**config.mk**
```make
export PLATFORM = sky130hd
export DESIGN_NAME = wb_arbiter
export DESIGN_NICKNAME = d
export VERILOG_FILES = /design/src/rtl/wb_arbiter.sv
export SDC_FILE = /design/constraint.sdc
export NUM_CORES = 1
export LEC_CHECK = 0
export CAP_MARGIN = 10
export CORE_MARGIN = 8
export CORE_UTILIZATION = 35
export CTS_BUF_LIST = sky130_fd_sc_hd__clkbuf_16
export DETAILED_ROUTE_END_ITERATION = 12
export PLACE_DENSITY = 0.68
export SETUP_SLACK_MARGIN = 0.5
export SLEW_MARGIN = 10
export SYNTH_ARGS = -nofsm -noshare
export SYNTH_HDL_FRONTEND = slang
export SYNTH_SLANG_ARGS = --single-unit
export TNS_END_PERCENT = 10
```
**constraint.sdc**
```tcl
create_clock -name clk -period 3.8 [get_ports clk]
set_input_delay 0.57 -clock clk [delete_from_list [all_inputs] [get_ports clk]]
set_output_delay 0.57 -clock clk [all_outputs]
set_load 0.01 [all_outputs]
```
**src/rtl/wb_arbiter.sv**
```systemverilog
// Register-bank write-port arbiter: EX results take priority, load responses are
// buffered in a small FIFO (or bypassed when idle), and a busy scoreboard flags load-use hazards.
module wb_arbiter #(
  parameter int ADDR_WIDTH = 5,
  parameter int WORD_WIDTH = 32,
  parameter int FIFO_DEPTH = 2
) (
  input  logic                          clk,
  input  logic                          rst,
  input  logic                          ex_valid_i,
  input  logic [ADDR_WIDTH-1:0]         ex_addr_i,
  input  logic [WORD_WIDTH-1:0]         ex_data_i,
  input  logic                          lsu_valid_i,
  output logic                          lsu_ready_o,
  input  logic [ADDR_WIDTH-1:0]         lsu_addr_i,
  input  logic [WORD_WIDTH-1:0]         lsu_data_i,
  input  logic                          issue_load_i,
  input  logic [ADDR_WIDTH-1:0]         issue_addr_i,
  input  logic [ADDR_WIDTH-1:0]         chk_addr1_i,
  input  logic [ADDR_WIDTH-1:0]         chk_addr2_i,
  output logic                          hazard_o,
  output logic                          write_en_o,
  output logic [ADDR_WIDTH-1:0]         write_addr_o,
  output logic [WORD_WIDTH-1:0]         write_data_o,
  output logic [$clog2(FIFO_DEPTH):0]   fifo_count_o
);

  localparam int PW   = $clog2(FIFO_DEPTH);
  localparam int CW   = $clog2(FIFO_DEPTH) + 1;
  localparam int NREG = 1 << ADDR_WIDTH;
  localparam logic [CW-1:0] FULL = CW'(FIFO_DEPTH);

  logic [ADDR_WIDTH-1:0] fifo_addr [FIFO_DEPTH];
  logic [WORD_WIDTH-1:0] fifo_data [FIFO_DEPTH];
  logic [PW-1:0]         rd_ptr, wr_ptr;
  logic [CW-1:0]         count;
  logic [NREG-1:0]       busy, busy_next;

  logic                  push_hs;
  logic                  do_push, do_pop;
  logic                  sel_valid, sel_load;
  logic [ADDR_WIDTH-1:0] sel_addr;
  logic [WORD_WIDTH-1:0] sel_data;

  // Handshake: a load response transfers on any rising edge where lsu_valid_i && lsu_ready_o.
  // ready depends only on registered occupancy (and reset), never on lsu_valid_i.
  assign lsu_ready_o  = (count < FULL) && !rst;
  assign push_hs      = lsu_valid_i && lsu_ready_o;
  assign fifo_count_o = count;
  assign hazard_o     = busy[chk_addr1_i] | busy[chk_addr2_i];

  always_comb begin
    sel_valid = 1'b0;
    sel_load  = 1'b0;
    sel_addr  = ex_addr_i;
    sel_data  = ex_data_i;
    do_push   = 1'b0;
    do_pop    = 1'b0;
    if (ex_valid_i) begin
      sel_valid = 1'b1;
      do_push   = push_hs;
    end else if (count != '0) begin
      sel_valid = 1'b1;
      sel_load  = 1'b1;
      sel_addr  = fifo_addr[rd_ptr];
      sel_data  = fifo_data[rd_ptr];
      do_pop    = 1'b1;
      do_push   = push_hs;
    end else if (push_hs) begin
      // Idle port and empty buffer: the load goes straight to the output registers.
      sel_valid = 1'b1;
      sel_load  = 1'b1;
      sel_addr  = lsu_addr_i;
      sel_data  = lsu_data_i;
    end
  end

  always_comb begin
    busy_next = busy;
    if (sel_load) busy_next[sel_addr] = 1'b0;
    // A new issue to the same register wins over the retiring load.
    if (issue_load_i && (issue_addr_i != '0)) busy_next[issue_addr_i] = 1'b1;
    busy_next[0] = 1'b0;
  end

  always_ff @(posedge clk) begin
    if (do_push) begin
      fifo_addr[wr_ptr] <= lsu_addr_i;
      fifo_data[wr_ptr] <= lsu_data_i;
    end
  end

  always_ff @(posedge clk or posedge rst) begin
    if (rst) begin
      rd_ptr <= '0;
      wr_ptr <= '0;
      count  <= '0;
    end else begin
      if (do_push) wr_ptr <= wr_ptr + PW'(1);
      if (do_pop)  rd_ptr <= rd_ptr + PW'(1);
      case ({do_push, do_pop})
        2'b10:   count <= count + CW'(1);
        2'b01:   count <= count - CW'(1);
        default: count <= count;
      endcase
    end
  end

  always_ff @(posedge clk or posedge rst) begin
    if (rst) begin
      busy <= '0;
    end else begin
      busy <= busy_next;
    end
  end

  // Entries addressed to x0 are consumed silently; address/data hold their last written value.
  always_ff @(posedge clk or posedge rst) begin
    if (rst) begin
      write_en_o   <= 1'b0;
      write_addr_o <= '0;
      write_data_o <= '0;
    end else begin
      write_en_o <= sel_valid && (sel_addr != '0);
      if (sel_valid && (sel_addr != '0)) begin
        write_addr_o <= sel_addr;
        write_data_o <= sel_data;
      end
    end
  end

endmodule

```
==> key figures <==
Run status
  – Outcome: finished, final reports clean

Setup path
  – Worst setup EP type: output pin
  – Crit start category: primary input
  – Worst Setup SP: chk_addr1_i[2]
  – RR Startpoint: fifo_count_o[1]
  – Critical path fanouts, max: 2
  – Worst Path Class, Setup: in2out
  – Worst Path Required: around 3.2 ns
  – Crit path DAT: 2.52 ns

Global routing
  – Number of global-route vias before repair: 5367
  – First-pass GRT wire length: 29680 um
  – Congestion Overflow GR: 0
  – Largest net degree at the start of global routing: 46
  – Overall routing resource usage: 0.1562
  – Initial antenna violation count: 1

CTS
  – Cts bufs inserted: 17
  – Clock Latency Late Sink: around 0.4 ns
  – CTS tree: done
  – Clk buf depth: 2
  – Cts hold-fix bufs: 0
  – Clock root cell: clkbuf_16
  – H-tree depth: 4
  – Clock slew at reported path FFs: 0.06 ns
  – Clock Sinks: 147

Cells and area
  – Storage cell area: 4050 um2
  – Share of layout cells above drive strength 1: 0.1083
  – Fillers: 1792
  – Finished Cell Area: 9221 um2
  – N_diodes: 0
  – Nets: 802
  – Multi-input gate area: 2611 um2
  – Synth-to-layout area growth: 32.03%

Drt
  – Antenna Nets Post-Route: 0
  – Vias: 5027
  – Via density: 5.104
  – Number of DRC markers in iteration 0: a little under 400
  – Drc violations: 0
  – Routed length per placed instance: about 19 um
  – DRT Pass-1 Iters: 6
  – Post-Route WL: 18780 um

Job
  – Max cap viols: 0

Power
  – Total Power: 6.543 mW
  – Leak pwr: ~3.5 nW
  – Sw frac: 0.3271
  – NetSw: about 2.1 mW
  – Clk pwr share: 0.261
  – Internal: 4.403 mW
  – Max IR drop VDD: 0.0003461 V
  – Reg power frac: 0.392
  – Pwr Density: 709.6 nW/um2
  – Comb power frac: 0.347

Timing
  – Final worst-path cycle share: 0.8133
  – Worst Skew: 0.006341 ns
  – Worst-Margin Slew: 0.8655 ns
  – Endpoints failing hold: 0
  – Fmax: 0.3236 GHz
  – Worst slew margin: 0.4230
  – Hold WS: 0.4864 ns
  – Tmin final: 3.090 ns
  – Post-route setup slack: 0.7096 ns
  – RSZ-0062 raised after global routing: no
  – Final Max Slew Viols: 0
  – Setup violators final: 0
  – TNS Setup: 0 ns

Die
  – Initial core utilization: 0.3577
  – Core area: 19530 um2
  – Row count: between 50 and 60
  – Die Width: 157.3 um
  – Io pins: 136
  – Die H: around 160 um
  – Die Area: ~25000 um2

Synth
  – Main combinational cell family by area after synthesis: multiplexers
  – Flops & latches, synth: about 150
  – Ys async rst share: 0.4966
  – Synth warn: 0
  – Distinct cells, synth: 51
  – Post-synth EDFFs: 74
  – Commonest cells post-synth: 76 x mux2i_1, 74 x edfxtp_1, 73 x dfrtp_1, 57 x o21ai_0, 40 x nor2_1
  – Post-synth top flop: edfxtp_1
  – Synth top area cells: edfxtp_1 32%, dfrtp_1 26%, mux2i_1 11%, mux4_2 4.8%, o21ai_0 4.1%
  – XOR/XNOR Fraction of Synth Area: 0.006270
  – Synth Area in Compound Gates: 0.1295
  – Fraction of synthesized area in multiplexers: 0.1621
  – Seq/Total Area, Yosys: 0.5797
  – Yosys top cell area share: 0.3182
  – Mean post-synth cell area: around 12 um2
  – Adder-cell share of the synthesized area: 0.001791
  – Cell taking the most area after synthesis: edfxtp_1
  – Post-Syn Area: 6984 um2
  – Syn Inst Count: 571
  – Synth Area in Simple Gates: 0.07076
  – Net count after synthesis: between 600 and 700
  – Most frequent cell after synthesis: mux2i_1

Place
  – Post-placement setup slack: 0.2134 ns
  – DPL Wire Length: 13720 um
  – GP Congestion: 0.8904
  – Port bufs: around 140
  – Post-DP Area: 8623 um2

Hold path
  – Class of the worst hold path: reg2reg
  – Min-delay src: write_addr_o[0]
==> critical path, stage by stage <==
cell,delay (ns)
clkdlybuf4s50_1,0.51
mux4_2,0.49
mux2_2,0.27
nand2_1,0.06
o21ai_0,0.08
mux2i_1,0.15
o211ai_1,0.10
dlygate4sd2_1,0.29
==> state kept, by name, summed over array words and instances (netlist names) <==
name / flops
busy: 31
fifo_addr: 10
fifo_count_o: 2
fifo_data: 64
rd_ptr: 1
wr_ptr: 1
write_addr_o: 5
write_data_o: 32
write_en_o: 1
==> cells by family after synthesis <==
logic type | Yosys count
AOI/OAI and AO/OA | 153
xor gates and xnor gates | 5
adders and majority gates | 1
buffers and inverters | 71
DFF | 147
muxes | 94
and+or+nand+nor | 100
==> placed cells by master, fill, tap and decap left out, types with 5 or more instances in the layout <==
master / count
mux4_2: 15
dfrtp_1: 72
clkbuf_16: 17
o21ai_0: 57
edfxtp_1: 74
o31ai_1: 11
o22ai_1: 31
nor2_1: 39
mux2i_1: 76
nand3_1: 7
nand2_1: 23
or3_1: 5
buf_4: 18
clkdlybuf4s50_1: 130
a21oi_1: 35
inv_1: 36
==> timing repair <==
| item | CTS | global route |
|---|---|---|
| setup buffers | 0 | 0 |
| resized for setup | 5 | 0 |
| endpoints found under the setup margin | 1 | 0 |
==> routing by layer <==
| layer | track usage | vias to the layer above | share of wire |
|---|---|---|---|
| li1 | - | 2400 | - |
| met1 | 0.1945 | 2428 | 0.43 |
| met2 | 0.2580 | 170 | 0.49 |
| met3 | 0.03948 | 27 | 0.063 |
| met4 | 0.05712 | 2 | 0.018 |
| met5 | 0 | - | 0.00059 |
==> through the flow <==
step	instances	util
floorplan	571	-
global placement	953	0.4416
detailed placement	953	0.4416
CTS	985	0.4723
global route	985	0.4723
finish	985	0.4723
==> area by class of cell <==
class                           count  area share
Inverter                           34     0.01398
Multi-Input combinational cell    353      0.2832
Sequential cell                   147      0.4392
Clock buffer                       17     0.04613
Tap cell                          265     0.03596
Clock inverter                     15     0.01913
Timing Repair Buffer              154      0.1624
==> worst paths after layout <==
path	end	slack [ns]	depth (start not counted)
max reg2reg	write_data_o[6]	1.11	7
min reg2reg	write_addr_o[0]	0.49	1
max	hazard_o	0.71	8
min	write_addr_o[0]	0.49	1
min in group asynchronous	write_data_o[2]	0.82	2
max in group asynchronous	write_data_o[14]	2.27	3
==> power groups by stage <==
stage | Sequential, mW | Clock (mW) | Combinational (mW)
2_1_floorplan | 2.48 | 0 | 1.40
3_3_place_gp | 2.59 | 0 | 2.26
3_5_place_dp | 2.59 | 0 | 2.30
4_1_cts | 2.57 | 1.73 | 2.31
5_1_grt | 2.63 | 1.81 | 2.49
6_report | 2.57 | 1.71 | 2.27
Power figures use the tool's default switching activity.
==> RTL change, RTL diff (same settings) <==
Change the parameter `WORD_WIDTH` from 32 to 64.
--- a/src/rtl/wb_arbiter.sv
+++ b/src/rtl/wb_arbiter.sv
@@ -2,7 +2,7 @@
 // buffered in a small FIFO (or bypassed when idle), and a busy scoreboard flags load-use hazards.
 module wb_arbiter #(
   parameter int ADDR_WIDTH = 5,
-  parameter int WORD_WIDTH = 32,
+  parameter int WORD_WIDTH = 64,
   parameter int FIFO_DEPTH = 2
 ) (
   input  logic                          clk,
Ports: changed (resized ex_data_i, lsu_data_i and write_data_o); port bits go from 136 to 232. The function was not compared with the original's and may differ.
==> RTL change against the unedited design <==
Via count rose by 56%; wire length grew 67%; synthesized area increased by 58%; setup slack got worse by 0.073 ns; power rose by 60%; cell area grew 59%; sequential cell count is 96 higher; maximum frequency decreased by 2.3%; critical path depth shrank 1; critical endpoint unchanged.
==> RTL change: results (changes against the unedited design) <==
Outcome:
- The flow ran to the end, and the final reports show no timing, DRC or antenna violations.

Routing:
- The routed via count is 7867 (+56%).
- The number of iterations in the first detailed-routing pass is 7 (+1).
- The ratio of routed vias to standard cells is 5.13 (+0.55%).
- The DRC violation total after the first TritonRoute iteration is 543 (+40%).
- The length of routed met2 wiring was 15000 um (+63%).
- The met3 wirelength from detailed routing came to 2170 um (+85%).
- The length of routed wiring on met1 is 13600 um (+69%).
- The total length of routed wires is 31400 um (+67%).

Placed design:
- The detailed placement HPWL came to 21400 um (+56%).
- The post-detailed-placement cell area is 13800 um2 (+60%).
- The worst setup slack after placement is 0.239 ns (+0.0258 ns).
- The routability-driven placement congestion ratio was 0.904 (+1.5%).
- The number of placed instances with taps included is 1483 (+56%).
- The number of port buffers was 231 (+71%).

Pwr:
- The power per unit of standard cell area came to 714 nW/um2 (+0.57%).
- The reported leakage power came to 6.15 nW (+74%).
- The internal power component is 6.99 mW (+59%).
- The largest voltage drop on the vdd net came to 0.000441 V (+28%).
- The share of power burned in combinational logic is 36.8% (+2.1 points).
- The portion of total power attributed to the clock network is 24.3% (-1.8 points).

Clock network:
- The number of buffers on the longest clock path came to 3 (+1).
- The CTS buffer count is 26 (+9).
- The maximum level of the CTS H-tree is 1 (-3).
- The post-cts hold buffer count is 0 (unchanged).
- The clock latency on the worst-skew pair is 0.52 ns (+0.11 ns).

Yosys:
- The number of flops mapped to enable cells by yosys is 138 (+86%).
- The total of warnings raised by yosys came to 0 (unchanged).
- The synthesized net count was 1044 (+57%).
- The synthesized area divided by synthesized cell count is 12.4 um2 (+1.7%).
- The sequential fraction of the synthesis area is 61.5% (+3.5 points).
- The count of distinct cell types in the synthesized netlist is 55 (+7.8%).
- By count the netlist is led by sky130_fd_sc_hd__edfxtp_1 (138), sky130_fd_sc_hd__mux2i_1 (136), sky130_fd_sc_hd__dfrtp_1 (105), sky130_fd_sc_hd__nor2_1 (75), sky130_fd_sc_hd__a21oi_1 (71).
- The async set or reset register ratio after synthesis was 43.2% (-6.4 points).

Global routing:
- The number of global-route vias before repair is 8314 (+55%).
- The overall track demand over capacity in global routing is 16.1% (+0.52 points).
- The global-route wire length before repair is 48600 um (+64%).
- The number of antenna violations at the first check in global routing is 2 (+1).
- The pin count of the biggest net entering global routing came to 64 (+39%).

Critical path:
- The data arrival time of the critical path was 2.59 ns (+0.07 ns).
- The maximum net fanout on the critical path came to 5 (+3).

Layout:
- The fraction of final layout cells sized beyond drive strength 1 is 9.03% (-1.8 points).
- The number of nets at the end of the flow is 1269 (+58%).
- The largest registers in the layout are fifo_data: 128 flops, write_data_o: 64 flops, busy: 31 flops.

STA:
- The maximum clock skew at final layout is 0.0117 ns (+0.00532 ns).
- The remaining max-slew budget at the tightest pin came to 43.4% (+1.1 points).

Worst hold path:
- The path type of the worst min-delay path is in -> reg.
## RTL change: what timing repair did
| item | CTS | global route |
|---|---|---|
| gates resized for setup | 5 | 1 |
| buffers inserted | 0 | 0 |
| cloned | 1 | 0 |
| endpoints found under the setup margin | 1 | 1 |
## RTL change: cells by family (layout without fill, tap and decap cells)
logic type | Yosys count | count (layout) | synth area share, %
mux | 156 | 156 | 16.1
fa+ha+maj | 1 | 1 | 0.114
flops | 243 | 243 | 61.5
xor+xnor | 5 | 5 | 0.398
other cells | 0 | 1 | 0
buf+inv | 125 | 370 | 4.67
simple gates | 150 | 150 | 6.26
compound gates | 205 | 205 | 10.9
## RTL change: path summary, 6_finish.rpt
path | slack [ns] | endpoint | depth (start not counted) | from
setup / recovery | 0.64 | hazard_o | 7 | chk_addr1_i[0]
hold / removal | 0.48 | write_data_o[13] | 3 | ex_valid_i
setup reg to reg | 0.86 | write_addr_o[3] | 8 | fifo_count_o[1]
hold reg to reg | 0.52 | write_data_o[55] | 1 | write_data_o[55]
max in group asynchronous | 2.38 | write_data_o[33] | 3 | rst
min in group asynchronous | 0.57 | busy[30] | 2 | rst
## RTL change: metal layers
metal,GRT usage [%],vias up
met3,4.43,49
met2,27.1,251
met5,0,-
li1,-,3689
met4,3.96,2
met1,20.4,3876
## RTL change: tightest hold or removal path: cells and delay by family
family                 cells  cell delay, ns
buffers and inverters      1            0.18
AO/OA/AOI/OAI              1            0.12
multiplexers               1            0.08
## RTL change: area by class of cell
class                           instances  area [um2]
Clock buffer                           27         676
Timing Repair Buffer                  252        2540
Sequential cell                       243        6780
Tap cell                              402         503
Inverter                               70         265
Multi-Input combinational cell        517        3760
Antenna cell                            1        2.50
Clock inverter                         21         185
Fill cell                            2841       16500
